## config.mk

```make
export PLATFORM = sky130hd
export DESIGN_NAME = recog_frame_ctrl
export DESIGN_NICKNAME = d
export VERILOG_FILES = /design/src/rtl/img_ctrl_pkg.sv /design/src/rtl/recog_frame_ctrl_voter.sv /design/src/rtl/recog_frame_ctrl.sv
export SDC_FILE = /design/constraint.sdc
export NUM_CORES = 1
export LEC_CHECK = 0
export BUFFER_PORTS_ARGS = -buffer_cell sky130_fd_sc_hd__buf_2
export CELL_PAD_IN_SITES_DETAIL_PLACEMENT = 0
export CELL_PAD_IN_SITES_GLOBAL_PLACEMENT = 2
export CORE_MARGIN = 4
export CORE_UTILIZATION = 32
export DETAILED_ROUTE_END_ITERATION = 12
export PLACE_DENSITY = 0.76
export SYNTH_ARGS = -nofsm -noshare
export SYNTH_HDL_FRONTEND = slang
export SYNTH_SLANG_ARGS = --single-unit
```

## constraint.sdc

```tcl
create_clock -name clk -period 2.5 [get_ports clk]
set_input_delay 0.25 -clock clk [delete_from_list [all_inputs] [get_ports clk]]
set_output_delay 0.25 -clock clk [all_outputs]
set_load 0.01 [all_outputs]
```

## src/rtl/img_ctrl_pkg.sv

```systemverilog
// Shared types and constants for the recognition frame sequencer.
// The nibble helper flags any character position the recogniser could not resolve.
package img_ctrl_pkg;

  typedef enum logic [1:0] {
    IDLE    = 2'd0,
    LOCATE  = 2'd1,
    PROJECT = 2'd2,
    RECOG   = 2'd3
  } ctrl_state_t;

  localparam logic [3:0] NIBBLE_INVALID     = 4'hF;
  localparam int         DEF_STABLE_CNT     = 3;
  localparam int         DEF_TIMEOUT_FRAMES = 4;

  // Only the low `nibbles` positions of a zero-extended value are inspected.
  function automatic logic has_invalid_nibble(input logic [63:0] value, input int nibbles);
    logic bad;
    bad = 1'b0;
    for (int i = 0; i < 16; i++) begin
      if ((i < nibbles) && (value[i*4 +: 4] == NIBBLE_INVALID)) begin
        bad = 1'b1;
      end else begin
        bad = bad;
      end
    end
    return bad;
  endfunction

endpackage

```

## src/rtl/recog_frame_ctrl_voter.sv

```systemverilog
// Stability voter: publishes a recognition result once it repeats STABLE_CNT times.
// Any unresolved nibble breaks the run; a clear drops the run but keeps the last digit.
module digit_voter
  import img_ctrl_pkg::*;
#(
  parameter int STABLE_CNT = DEF_STABLE_CNT,
  parameter int NUM_WIDTH  = 20
) (
  input  logic                 clk,
  input  logic                 rst_n,
  input  logic                 clear,
  input  logic                 sample,
  input  logic [NUM_WIDTH-1:0] digit_in,
  output logic [NUM_WIDTH-1:0] digit,
  output logic                 digit_valid,
  output logic                 digit_upd
);

  localparam int            MW        = $clog2(STABLE_CNT + 1);
  localparam logic [MW-1:0] MATCH_MAX = MW'(STABLE_CNT);

  logic [NUM_WIDTH-1:0] last_r, last_nxt_s;
  logic [MW-1:0]        match_r, match_nxt_s;
  logic [NUM_WIDTH-1:0] digit_r;
  logic                 valid_r, upd_r;
  logic                 invalid_s, publish_s;

  assign invalid_s = has_invalid_nibble(64'(digit_in), NUM_WIDTH / 4);

  // Vote on a strobed sample and decide whether the stable value is new.
  always_comb begin
    last_nxt_s  = last_r;
    match_nxt_s = match_r;
    publish_s   = 1'b0;
    if (sample) begin
      if (invalid_s) begin
        match_nxt_s = '0;
      end else if (digit_in == last_r) begin
        if (match_r < MATCH_MAX) begin
          match_nxt_s = match_r + MW'(1);
        end else begin
          match_nxt_s = match_r;
        end
      end else begin
        last_nxt_s  = digit_in;
        match_nxt_s = MW'(1);
      end
      publish_s = !invalid_s && (match_nxt_s == MATCH_MAX)
                  && (!valid_r || (last_nxt_s != digit_r));
    end else begin
      publish_s = 1'b0;
    end
  end

  // Voter state and published result registers.
  always_ff @(posedge clk or negedge rst_n) begin
    if (!rst_n) begin
      last_r  <= '0;
      match_r <= '0;
      digit_r <= '0;
      valid_r <= 1'b0;
      upd_r   <= 1'b0;
    end else if (clear) begin
      last_r  <= '0;
      match_r <= '0;
      valid_r <= 1'b0;
      upd_r   <= 1'b0;
    end else begin
      last_r  <= last_nxt_s;
      match_r <= match_nxt_s;
      upd_r   <= publish_s;
      if (publish_s) begin
        digit_r <= last_nxt_s;
        valid_r <= 1'b1;
      end
    end
  end

  assign digit       = digit_r;
  assign digit_valid = valid_r;
  assign digit_upd   = upd_r;

endmodule

```

## src/rtl/recog_frame_ctrl.sv

```systemverilog
// Frame-level sequencer stepping locate -> project -> recognise, one phase per frame,
// with per-phase frame timeouts and a stability voter on the recognition result.
module recog_frame_ctrl
  import img_ctrl_pkg::*;
#(
  parameter int STABLE_CNT     = DEF_STABLE_CNT,
  parameter int TIMEOUT_FRAMES = DEF_TIMEOUT_FRAMES,
  parameter int NUM_WIDTH      = 20
) (
  input  logic                 clk,
  input  logic                 rst_n,
  input  logic                 frame_vsync,
  input  logic                 restart,
  input  logic                 target_done,
  input  logic                 project_done,
  input  logic [NUM_WIDTH-1:0] digit_in,
  output logic                 locate_en,
  output logic                 project_en,
  output logic                 recog_en,
  output logic [1:0]           frame_cnt,
  output logic [NUM_WIDTH-1:0] digit,
  output logic                 digit_valid,
  output logic                 digit_upd,
  output logic                 timeout_err,
  output logic                 led
);

  localparam int            WW     = $clog2(TIMEOUT_FRAMES + 1);
  localparam logic [WW-1:0] TO_MAX = WW'(TIMEOUT_FRAMES);

  ctrl_state_t   state_r, state_nxt_s;
  logic [WW-1:0] wait_r, wait_nxt_s, wait_inc_s;
  logic          vs_d_r, fb_s;
  logic          tgt_seen_r, prj_seen_r, tgt_seen_s, prj_seen_s;
  logic          timeout_s, sample_s;
  logic          locate_nxt_s, project_nxt_s, recog_nxt_s;
  logic          locate_r, project_r, recog_r, timeout_r;
  logic [1:0]    frame_cnt_r;
  logic          voter_valid_s;

  assign fb_s       = frame_vsync & ~vs_d_r;
  // A done flag raised in the boundary cycle still belongs to the frame that is ending.
  assign tgt_seen_s = tgt_seen_r | target_done;
  assign prj_seen_s = prj_seen_r | project_done;
  assign wait_inc_s = wait_r + WW'(1);

  // Vsync edge detector, sticky done latches and frame counter.
  always_ff @(posedge clk or negedge rst_n) begin
    if (!rst_n) begin
      vs_d_r      <= 1'b1;
      tgt_seen_r  <= 1'b0;
      prj_seen_r  <= 1'b0;
      frame_cnt_r <= 2'd0;
    end else begin
      vs_d_r <= frame_vsync;
      if (fb_s) begin
        frame_cnt_r <= frame_cnt_r + 2'd1;
      end
      if (restart || fb_s) begin
        tgt_seen_r <= 1'b0;
        prj_seen_r <= 1'b0;
      end else begin
        tgt_seen_r <= tgt_seen_s;
        prj_seen_r <= prj_seen_s;
      end
    end
  end

  // Sequencer state register.
  always_ff @(posedge clk or negedge rst_n) begin
    if (!rst_n) begin
      state_r <= IDLE;
      wait_r  <= '0;
    end else begin
      state_r <= state_nxt_s;
      wait_r  <= wait_nxt_s;
    end
  end

  // Next-state logic; restart overrides a coincident frame boundary.
  always_comb begin
    state_nxt_s = state_r;
    wait_nxt_s  = wait_r;
    timeout_s   = 1'b0;
    sample_s    = 1'b0;
    if (restart) begin
      state_nxt_s = IDLE;
      wait_nxt_s  = '0;
    end else if (fb_s) begin
      case (state_r)
        IDLE: begin
          state_nxt_s = LOCATE;
          wait_nxt_s  = '0;
        end
        LOCATE: begin
          if (tgt_seen_s) begin
            state_nxt_s = PROJECT;
            wait_nxt_s  = '0;
          end else if (wait_inc_s == TO_MAX) begin
            timeout_s  = 1'b1;
            wait_nxt_s = '0;
          end else begin
            wait_nxt_s = wait_inc_s;
          end
        end
        PROJECT: begin
          if (prj_seen_s) begin
            state_nxt_s = RECOG;
            wait_nxt_s  = '0;
          end else if (wait_inc_s == TO_MAX) begin
            timeout_s   = 1'b1;
            state_nxt_s = LOCATE;
            wait_nxt_s  = '0;
          end else begin
            wait_nxt_s = wait_inc_s;
          end
        end
        RECOG: begin
          sample_s    = 1'b1;
          state_nxt_s = LOCATE;
          wait_nxt_s  = '0;
        end
        default: begin
          state_nxt_s = IDLE;
          wait_nxt_s  = '0;
        end
      endcase
    end else begin
      state_nxt_s = state_r;
    end
  end

  // Enables are decoded from the next state so the registered copies track state_r.
  always_comb begin
    locate_nxt_s  = 1'b0;
    project_nxt_s = 1'b0;
    recog_nxt_s   = 1'b0;
    case (state_nxt_s)
      LOCATE:  locate_nxt_s  = 1'b1;
      PROJECT: project_nxt_s = 1'b1;
      RECOG:   recog_nxt_s   = 1'b1;
      default: locate_nxt_s  = 1'b0;
    endcase
  end

  // Registered enables and timeout pulse.
  always_ff @(posedge clk or negedge rst_n) begin
    if (!rst_n) begin
      locate_r  <= 1'b0;
      project_r <= 1'b0;
      recog_r   <= 1'b0;
      timeout_r <= 1'b0;
    end else begin
      locate_r  <= locate_nxt_s;
      project_r <= project_nxt_s;
      recog_r   <= recog_nxt_s;
      timeout_r <= timeout_s;
    end
  end

  digit_voter #(
    .STABLE_CNT (STABLE_CNT),
    .NUM_WIDTH  (NUM_WIDTH)
  ) u_voter (
    .clk         (clk),
    .rst_n       (rst_n),
    .clear       (restart),
    .sample      (sample_s),
    .digit_in    (digit_in),
    .digit       (digit),
    .digit_valid (voter_valid_s),
    .digit_upd   (digit_upd)
  );

  assign locate_en   = locate_r;
  assign project_en  = project_r;
  assign recog_en    = recog_r;
  assign timeout_err = timeout_r;
  assign frame_cnt   = frame_cnt_r;
  assign digit_valid = voter_valid_s;
  assign led         = voter_valid_s;

endmodule

```

==> run_results.csv, run 1 <==
group,metric,value,unit
status,status,"finished with violations",
status,violations,"setup timing",
power_and_ir_drop,p_switching,584,µW
detailed_routing,first_iter_violations,200,
cts,clk_latency,0.34,ns
timing,maxSlewViolCount,0,
floorplanning,chipWidth,112,µm
global_route,grt_max_degree,34,
cells_and_area,multi_input_area,0.00191,mm²
yosys,syn_inst,351,
power_and_ir_drop,irDropWorstVdd,0.353,mV
critical_path,crit_path_end_kind,"flip-flop",
timing,grt_setup_unrepaired,"true",
yosys,synth_edf_count,0,
yosys,synth-main-ff-cell,"dfrtp_1",
critical_path,path_class,"flip-flop to flip-flop",
yosys,syn_area,0.00344,mm²
cells_and_area,drive_above_1_share,0.372,
cells_and_area,syn_to_final_growth,42.7,%
detailed_routing,drc,0,
cts,cts_max_path_buffers,2,
yosys,synth_area_leaders,"dfrtp_1 (41%), mux2i_1 (11%), xnor2_1 (7.4%)",
detailed_routing,wl_per_cell,17.8,µm
power_and_ir_drop,pwr-share-seq,0.437,
global_route,grt_pass1_wl,18000,µm
yosys,syn-num-nets,383,
run,cap_violations,0,
timing,tns,-5.38,ns
yosys,synth-seq-cells,58,
detailed_routing,ant_nets,0,
timing,fin_crit_sh,1.11,
global_route,grtUsageTotal,0.184,
placement,hpwl,8040,µm
timing,fin_crit,2.78,ns
timing,clock-skew-final,0.0129,ns
cells_and_area,layout.nets,524,
timing,hold_viol,0,
cells_and_area,diodes,0,
yosys,yosys.area.top_type_share,0.414,
floorplanning,pin_count,55,
floorplanning,floorplan.initialDensity,0.331,
global_route,overflow,0,
placement,io_buffers,54,
power_and_ir_drop,clock_power_share,0.440,
yosys,avgSynthCellArea,9.81,µm²
yosys,synth.most_common_cell,"dfrtp_1",
floorplanning,dieHeight,112,µm
cts,cts_buffers,9,
power_and_ir_drop,swShare,0.260,
detailed_routing,drt_first_pass_iters,5,
yosys,async_flop_share,1.00,
critical_path,arrival,3.05,ns
critical_path,required,2.76,ns
detailed_routing,vias,3216,
cells_and_area,ff_latch_area,0.00145,mm²
global_route,antenna_found_initial,0,
cts,cts_htree_levels,3,
timing,slew_headroom,0.558,
cells_and_area,finish.instance_area,0.00492,mm²
floorplanning,rows,37,
cts,cts_tree,"yes",
yosys,yosysWarnings,0,
global_route,grt_pass1_vias,3225,
worst_hold_path,hp-class,"input pin to flip-flop",
cells_and_area,finish.utilization,0.472,
power_and_ir_drop,p_per_area,458,mW/mm²
critical_path,worstSetupStartpointType,"flip-flop",
yosys,yosys.area.top_type,"dfrtp_1",
floorplanning,coreArea,0.0104,mm²
power_and_ir_drop,internal_power,1.67,mW
yosys,seq_area_frac_synth,0.422,
yosys,yosysUniqueCellTypes,52,
cts,cts.clk_slew.worst_paths,0.07,ns
detailed_routing,drt_wl_total,11200,µm
power_and_ir_drop,p_leak,2.50,nW
floorplanning,die_area,0.0125,mm²
timing,setup_viol,22,
timing,worstMarginPinSlew,0.663,ns
placement,placedInstanceArea,0.00437,mm²
power_and_ir_drop,combPwrFrac,0.123,
timing,clock.fmax,359,MHz
power_and_ir_drop,power,2.25,mW
detailed_routing,vias_per_cell,5.08,
placement,place.gp.congestion,0.855,
critical_path,crit_fanout,6,
cells_and_area,n_fill_cell,1027,
cts,cts.sinks,58,
timing,setup_slack,-0.284,ns
cts,cts_root_buf,"clkbuf_8",
yosys,synth_common_cells,"dfrtp_1 (57), nor2_1 (38), mux2i_1 (37), inv_1 (30), xnor2_1 (29)",
cell type report:
| type | count | area share |
|---|---|---|
| inverters | 32 | 0.0244 |
| clock inverters | 5 | 0.0158 |
| well taps | 136 | 0.0346 |
| clock buffers | 11 | 0.0288 |
| flip-flops and latches | 58 | 0.295 |
| multi-input cells | 249 | 0.388 |
| repair buffers | 142 | 0.213 |
critical path, cell delays in order (launching register included):
cell	delay (ns)
dfrtp_1	0.40
buf_4	0.14
a221o_1	0.36
nor4_2	0.27
buf_4	0.15
nand2_1	0.10
o31ai_4	0.32
nand4b_4	0.14
o41ai_4	0.24
buf_6	0.17
buf_12	0.11
buf_16	0.13
mux2i_1	0.17
placed cells by master, fill, tap and decap left out, drive strengths merged, types with 2 or more instances in the layout:
master	count
a21oi	15
a221oi	2
a22oi	3
a32o	2
and2	3
buf	140
bufinv	2
clkbuf	12
clkinv	2
dfrtp	57
ha	6
inv	32
mux2i	37
nand2	11
nand2b	9
nand3	5
nand3b	3
nand4	11
nor2	38
nor2b	4
nor3	9
nor3b	2
nor4	4
o21ai	11
o221ai	5
o22ai	8
o2bb2ai	3
o31ai	2
or3	2
xnor2	29
xor2	10
metal layers:
metal,vias up,GRT usage,share of wire
li1,1513,-,-
met1,1583,0.259,0.46
met5,-,0,0
met2,110,0.287,0.47
met4,0,0.0592,0.013
met3,10,0.0321,0.057
through the flow:
step                cells  setup slack [ns]  hold WS (ns)
finish                633            -0.284        0.0333
global route          633            -0.443        0.0197
CTS                   627            -0.302        0.0180
detailed placement    600            -0.307         0.322
global placement      600            -0.260         0.314
floorplan             351            -0.109       -0.0456
state kept, by name (all words and copies together) (netlist names):
register and count:
state_r 2, wait_r 3, frame_cnt 2, u_voter.match_r 2, recog_en 1, prj_seen_r 1, vs_d_r 1, project_en 1
tgt_seen_r 1, u_voter.digit 20, timeout_err 1, u_voter.last_r 20, u_voter.digit_upd 1, locate_en 1, u_voter.digit_valid 1
power by group through the flow:
stage                     Combinational (mW)  Clock [mW]  Sequential, mW
after global placement                 0.268           0           0.999
after global routing                   0.301        1.05           0.986
after floorplan                        0.119           0            1.01
after detailed placement               0.268           0            1.00
after CTS                              0.272        1.00           0.983
final                                  0.277       0.990           0.982
repair_timing:
action | 4_1_cts | 5_1_grt
resized for setup | 14 | 18
endpoints found under the hold margin | 25 | 0
gates cloned | 3 | 1
setup endpoints to repair | 25 | 42
hold buffers | 1 | 0
buffers inserted | 7 | 7
pin swaps | 0 | 7
kinds of logic (layout without fill, tap and decap cells):
family,Yosys count,after routing,synth area share
flip-flops,58,58,0.422
adder cells (fa/ha/maj),6,6,0.0218
XOR/XNOR,39,39,0.0992
buffers and inverters,44,190,0.0614
AO/OA/AOI/OAI,64,64,0.133
AND/OR/NAND/NOR,103,103,0.155
multiplexers,37,37,0.108
path summary, 6_finish.rpt:
| kind | cells past startpoint | endpoint | slack, ns | startpoint |
|---|---|---|---|---|
| max | 12 | u_voter.digit[6] | -0.28 | u_voter.digit[11] |
| min | 1 | vs_d_r | 0.03 | frame_vsync |
| max reg2reg | 12 | u_voter.digit[6] | -0.28 | u_voter.digit[11] |
| min reg2reg | 1 | frame_cnt[1] | 0.48 | frame_cnt[1] |
| max in group asynchronous | 3 | vs_d_r | 1.34 | rst_n |
| min in group asynchronous | 2 | u_voter.last_r[19] | 0.47 | rst_n |
No activity file was read; power rests on OpenSTA's default activity.
==> run 2, diff against run 1 <==
--- a/config.mk
+++ b/config.mk
@@ -12,6 +12,7 @@
 export CORE_UTILIZATION = 32
 export DETAILED_ROUTE_END_ITERATION = 12
 export PLACE_DENSITY = 0.76
+export SLEW_MARGIN = 5
 export SYNTH_ARGS = -nofsm -noshare
 export SYNTH_HDL_FRONTEND = slang
 export SYNTH_SLANG_ARGS = --single-unit
==> constraint.sdc (replaced) <==
create_clock -name clk -period 2.3 [get_ports clk]
set_input_delay 0.23 -clock clk [delete_from_list [all_inputs] [get_ports clk]]
set_output_delay 0.23 -clock clk [all_outputs]
set_load 0.01 [all_outputs]
==> run_results.csv, run 2 (same netlist as run 1, synthesis figures left out) <==
group,metric,value,unit
status,status,"finished with violations",
status,violations,"setup timing",
power_and_ir_drop,p_leak,2.53,nW
cts,cts.sinks,58,
cells_and_area,finish.instance_area,0.00487,mm²
critical_path,crit_fanout,5,
cts,cts.clk_slew.worst_paths,0.07,ns
critical_path,max_stage_delay,0.36,ns
cells_and_area,n_fill_cell,1016,
cells_and_area,final_cell_mix,"buf_4 (79), dfrtp_1 (57), buf_2 (54)",
placement,place.gp.congestion,0.863,
timing,clock.fmax,365,MHz
critical_path,cp_common_cell,"buf_4",
floorplanning,floorplan.initialDensity,0.331,
cts,cts_root_buf,"clkbuf_8",
worst_hold_path,min-delay-start,"target_done",
cells_and_area,diodes,0,
critical_path,crit_chain,"inv_2 -> buf_4 -> a221o_1 -> nor4_2 -> buf_4 -> nand2_1 -> o31ai_1 -> nand4b_2 -> o41ai_4 -> buf_4 -> clkbuf_16 -> mux2i_1",
placement,placedInstanceArea,0.00442,mm²
timing,slew_headroom,0.562,
timing,worstMarginPinSlew,0.657,ns
timing,grt_setup_unrepaired,"true",
detailed_routing,drc,0,
cells_and_area,multi_input_area,0.00186,mm²
placement,io_buffers,54,
detailed_routing,wl_per_cell,17.6,µm
cells_and_area,final_common_cell,"buf_4",
power_and_ir_drop,irDropWorstVdd,0.333,mV
timing,tns,-9.13,ns
critical_path,critPathTopFamily,"compound AO/OA/AOI/OAI gates",
floorplanning,rows,37,
detailed_routing,vias_per_cell,4.99,
floorplanning,die_area,0.0125,mm²
detailed_routing,vias,3156,
cells_and_area,layout.nets,524,
critical_path,crit_path_end_kind,"flip-flop",
critical_path,path_buf_inv,5,
cts,cts_buffers,9,
critical_path,worstSetupStartpointType,"flip-flop",
cells_and_area,drive_above_1_share,0.358,
cts,cts_htree_levels,3,
critical_path,path_class,"flip-flop to flip-flop",
timing,setup_slack,-0.443,ns
run,cap_violations,0,
timing,maxSlewViolCount,0,
floorplanning,dieHeight,112,µm
global_route,grt_pass1_wl,17200,µm
cts,clk_latency,0.35,ns
timing,fin_crit,2.74,ns
critical_path,arrival,3.01,ns
timing,hold_viol,0,
detailed_routing,ant_nets,0,
global_route,grt_max_degree,34,
cts,cts_tree,"yes",
timing,setup_viol,22,
floorplanning,coreArea,0.0104,mm²
detailed_routing,drt_wl_total,11200,µm
global_route,antenna_found_initial,0,
placement,hpwl,8030,µm
timing,fin_crit_sh,1.19,
detailed_routing,drt_first_pass_iters,4,
critical_path,timing.rr.start,"u_voter.digit[12]",
worst_hold_path,hp-class,"input pin to flip-flop",
critical_path,critPathLaunch,"u_voter.digit[12]",
global_route,overflow,0,
cells_and_area,syn_to_final_growth,41.3,%
global_route,grt_pass1_vias,3171,
cells_and_area,ff_latch_area,0.00145,mm²
critical_path,required,2.57,ns
detailed_routing,first_iter_violations,176,
power_and_ir_drop,p_per_area,502,mW/mm²
floorplanning,chipWidth,112,µm
critical_path,rr_worst_depth,12,
timing,timing.hold.ws,0.211,ns
critical_path,slowest_stage,"dfrtp_1",
worst_hold_path,hold_depth,3,
floorplanning,pin_count,55,
critical_path,crit_cells,12,
global_route,grtUsageTotal,0.176,
cts,cts_max_path_buffers,2,
timing,clock-skew-final,0.0103,ns
==> run 2: cell types whose count changed in the layout (fill, tap and decap cells not counted), sizes merged <==
| cell | delta |
|---|---|
| dlygate4sd3 | +1 |
| buf | -4 |
| bufbuf | +1 |
| clkbuf | +2 |
==> run 2: worst paths after layout <==
path | endpoint | slack [ns]
min reg2reg | frame_cnt[1] | 0.48
max in group asynchronous | vs_d_r | 1.19
max | u_voter.digit[9] | -0.44
min in group asynchronous | u_voter.last_r[15] | 0.43
max reg2reg | u_voter.digit[9] | -0.44
min | tgt_seen_r | 0.21
==> run 2: routing by layer <==
layer,global-route usage,part of all wire
met5,0,0
met4,0.0657,0.0073
met3,0.0326,0.050
met2,0.263,0.46
met1,0.253,0.49
==> run 2: cell type report <==
class | instances | area share
clock buffers | 11 | 0.0290
clock inverters | 5 | 0.0159
inverters | 32 | 0.0247
multi-input cells | 249 | 0.381
flip-flops and latches | 58 | 0.298
well taps | 136 | 0.0350
repair buffers | 142 | 0.216
==> run 2: stage by stage <==
stage / utilization / worst slack [ns] / std cells / power [mW]
4_1_cts: 0.455 / -0.438 / 629 / 2.47
2_1_floorplan: - / -0.309 / 351 / 1.23
3_5_place_dp: 0.425 / -0.526 / 607 / 1.39
5_1_grt: 0.467 / -0.590 / 633 / 2.55
6_report: 0.467 / -0.443 / 633 / 2.44
3_3_place_gp: 0.425 / -0.484 / 607 / 1.39
==> run 2: worst register-to-register path, delay by kind of cell (launching register included) <==
family,cells,cell delay [ns]
DFF,1,0.36
AOI/OAI and AO/OA,3,0.88
muxes,1,0.18
and+or+nand+nor,3,0.52
buffers and inverters,5,0.72
==> run 2: timing repair <==
action / CTS / global route
setup endpoints to repair: 42 / 42
buffers inserted: 3 / 1
pin swaps: 3 / 3
resized for setup: 5 / 10
cloned: 1 / 3
endpoints found under the hold margin: 26 / 0
hold buffers: 2 / 0
==> run 2: power breakdown <==
group          switching [mW]  total, mW  internal (mW)
combinational           0.172      0.304          0.132
sequential             0.0200       1.07           1.05
clock                   0.433       1.07          0.636
total                   0.625       2.44           1.82
==> run 3, diff against run 2 <==
--- a/config.mk
+++ b/config.mk
@@ -9,9 +9,9 @@
 export CELL_PAD_IN_SITES_DETAIL_PLACEMENT = 0
 export CELL_PAD_IN_SITES_GLOBAL_PLACEMENT = 2
 export CORE_MARGIN = 4
-export CORE_UTILIZATION = 32
+export CORE_UTILIZATION = 38
 export DETAILED_ROUTE_END_ITERATION = 12
-export PLACE_DENSITY = 0.76
+export PLACE_DENSITY = 0.84
 export SLEW_MARGIN = 5
 export SYNTH_ARGS = -nofsm -noshare
 export SYNTH_HDL_FRONTEND = slang
==> constraint.sdc (replaced) <==
create_clock -name clk -period 3.5 [get_ports clk]
set_input_delay 0.35 -clock clk [delete_from_list [all_inputs] [get_ports clk]]
set_output_delay 0.35 -clock clk [all_outputs]
set_load 0.01 [all_outputs]
==> run_results.csv, run 3 (same netlist as run 1, synthesis figures left out) <==
group,metric,value,unit
cells_and_area,ff_latch_area,0.00145,mm²
cells_and_area,layoutNonFillerInstCount,523,
global_route,antenna_found_initial,0,
power_and_ir_drop,power,1.51,mW
critical_path,path_buf_inv,1,
detailed_routing,drt_wl_total,9340,µm
floorplanning,chipWidth,103,µm
critical_path,slowest_stage,"dfrtp_1",
cts,cts_htree_levels,3,
detailed_routing,first_iter_violations,210,
cells_and_area,syn_to_final_growth,16.3,%
cells_and_area,final_cell_mix,"dfrtp_1 (57), buf_2 (54), nor2_1 (38)",
critical_path,max_stage_delay,0.42,ns
critical_path,arrival,3.14,ns
critical_path,path_class,"flip-flop to flip-flop",
timing,grt_setup_unrepaired,"false",
placement,placed_cells,507,
timing,fin_crit,2.88,ns
timing,maxSlewViolCount,0,
timing,slew_headroom,0.446,
timing,timing.hold.ws,0.111,ns
placement,placedInstanceArea,0.00380,mm²
cts,cts_max_path_buffers,2,
run,cap_violations,0,
cts,cts.sinks,58,
cells_and_area,n_fill_cell,892,
cells_and_area,diodes,0,
floorplanning,coreArea,0.00876,mm²
cts,cts_hold_buffers,0,
detailed_routing,drt_first_pass_iters,4,
power_and_ir_drop,irDropWorstVdd,0.193,mV
global_route,overflow,0,
cells_and_area,multi_input_area,0.00178,mm²
placement,place.gp.congestion,0.882,
cts,cts_resized,0,
timing,tns,0,ns
detailed_routing,ant_nets,0,
power_and_ir_drop,p_leak,2.06,nW
floorplanning,die_area,0.0107,mm²
global_route,grtUsageTotal,0.188,
critical_path,crit_chain,"xor2_1 -> a2111o_1 -> nor4_1 -> a21boi_0 -> a21oi_1 -> nand4b_2 -> o41ai_4 -> buf_4 -> mux2i_1",
critical_path,worstSetupStartpointType,"flip-flop",
critical_path,timing.rr.start,"u_voter.last_r[7]",
placement,io_buffers,54,
cts,cts_root_buf,"clkbuf_8",
cells_and_area,layout.nets,442,
detailed_routing,wl_per_cell,17.9,µm
cts,cts.clk_slew.worst_paths,0.07,ns
cells_and_area,final_common_cell,"dfrtp_1",
cts,clk_latency,0.34,ns
detailed_routing,vias,2845,
cells_and_area,drive_above_1_share,0.202,
timing,worstMarginPinSlew,0.830,ns
floorplanning,rows,34,
timing,setup_viol,0,
critical_path,timing.rr.end,"u_voter.digit[1]",
floorplanning,floorplan.initialDensity,0.393,
cells_and_area,finish.utilization,0.457,
critical_path,r2r_setup_slack,0.62,ns
timing,clock.fmax,347,MHz
placement,hpwl,7180,µm
cts,post-cts-setup-buffers,0,
global_route,grt_max_degree,37,
cts,cts_buffers,9,
timing,setup_slack,0.617,ns
critical_path,crit_path_end_kind,"flip-flop",
floorplanning,pin_count,55,
cts,cts_tree,"yes",
critical_path,rr_worst_depth,9,
placement,pre_cts_ws,0.659,ns
detailed_routing,top_layer,"met4",
worst_hold_path,hp-class,"input pin to async pin",
timing,clock-skew-final,0.00859,ns
global_route,grt_pass1_wl,15100,µm
cells_and_area,finish.instance_area,0.00401,mm²
detailed_routing,dr_wl_met3,563,µm
critical_path,crit_fanout,12,
detailed_routing,vias_per_cell,5.44,
timing,hold_viol,0,
detailed_routing,wl_met1,4450,µm
critical_path,required,3.76,ns
critical_path,critPathTopFamily,"compound AO/OA/AOI/OAI gates",
detailed_routing,wl_met2,4230,µm
timing,fin_crit_sh,0.824,
status,status,"complete, no violations",
global_route,grt_pass1_vias,2863,
detailed_routing,drc,0,
power_and_ir_drop,p_per_area,376,mW/mm²
floorplanning,dieHeight,103,µm
==> run 3: changes by cell type in the layout (fill, tap and decap cells not counted), moves of 3 or more <==
cell,delta
mux2i_1,+3
buf_12,-3
buf_4,-73
clkbuf_16,-3
==> run 3: cell type report <==
cell class                      count  share of cell area
Clock inverter                      5              0.0131
Timing Repair Buffer               60              0.0787
Tap cell                          108              0.0337
Multi-Input combinational cell    249               0.444
Inverter                           32              0.0300
Sequential cell                    58               0.362
Clock buffer                       11              0.0378
==> run 3: report_power, final <==
part / total, mW / switching, mW / internal, mW
combinational: 0.169 / 0.104 / 0.0649
clock: 0.635 / 0.271 / 0.364
sequential: 0.702 / 0.0133 / 0.689
==> run 3: how the worst max path moves through the flow <==
stage	from	endpoint	slack, ns	cells past startpoint
2_1_floorplan	u_voter.digit[12]	u_voter.digit[4]	0.78	9
3_3_place_gp	u_voter.digit[5]	u_voter.digit[6]	0.66	9
3_5_place_dp	digit_in[9]	u_voter.digit[1]	0.66	10
4_1_cts	u_voter.digit[12]	u_voter.digit[1]	0.64	9
5_1_grt	u_voter.digit[12]	u_voter.digit[13]	0.41	9
6_report	u_voter.last_r[7]	u_voter.digit[1]	0.62	9
==> run 3: metal layers <==
layer	up-vias	track usage
met4	0	0.0498
li1	1349	-
met2	86	0.291
met5	-	0
met1	1402	0.260
met3	8	0.0503
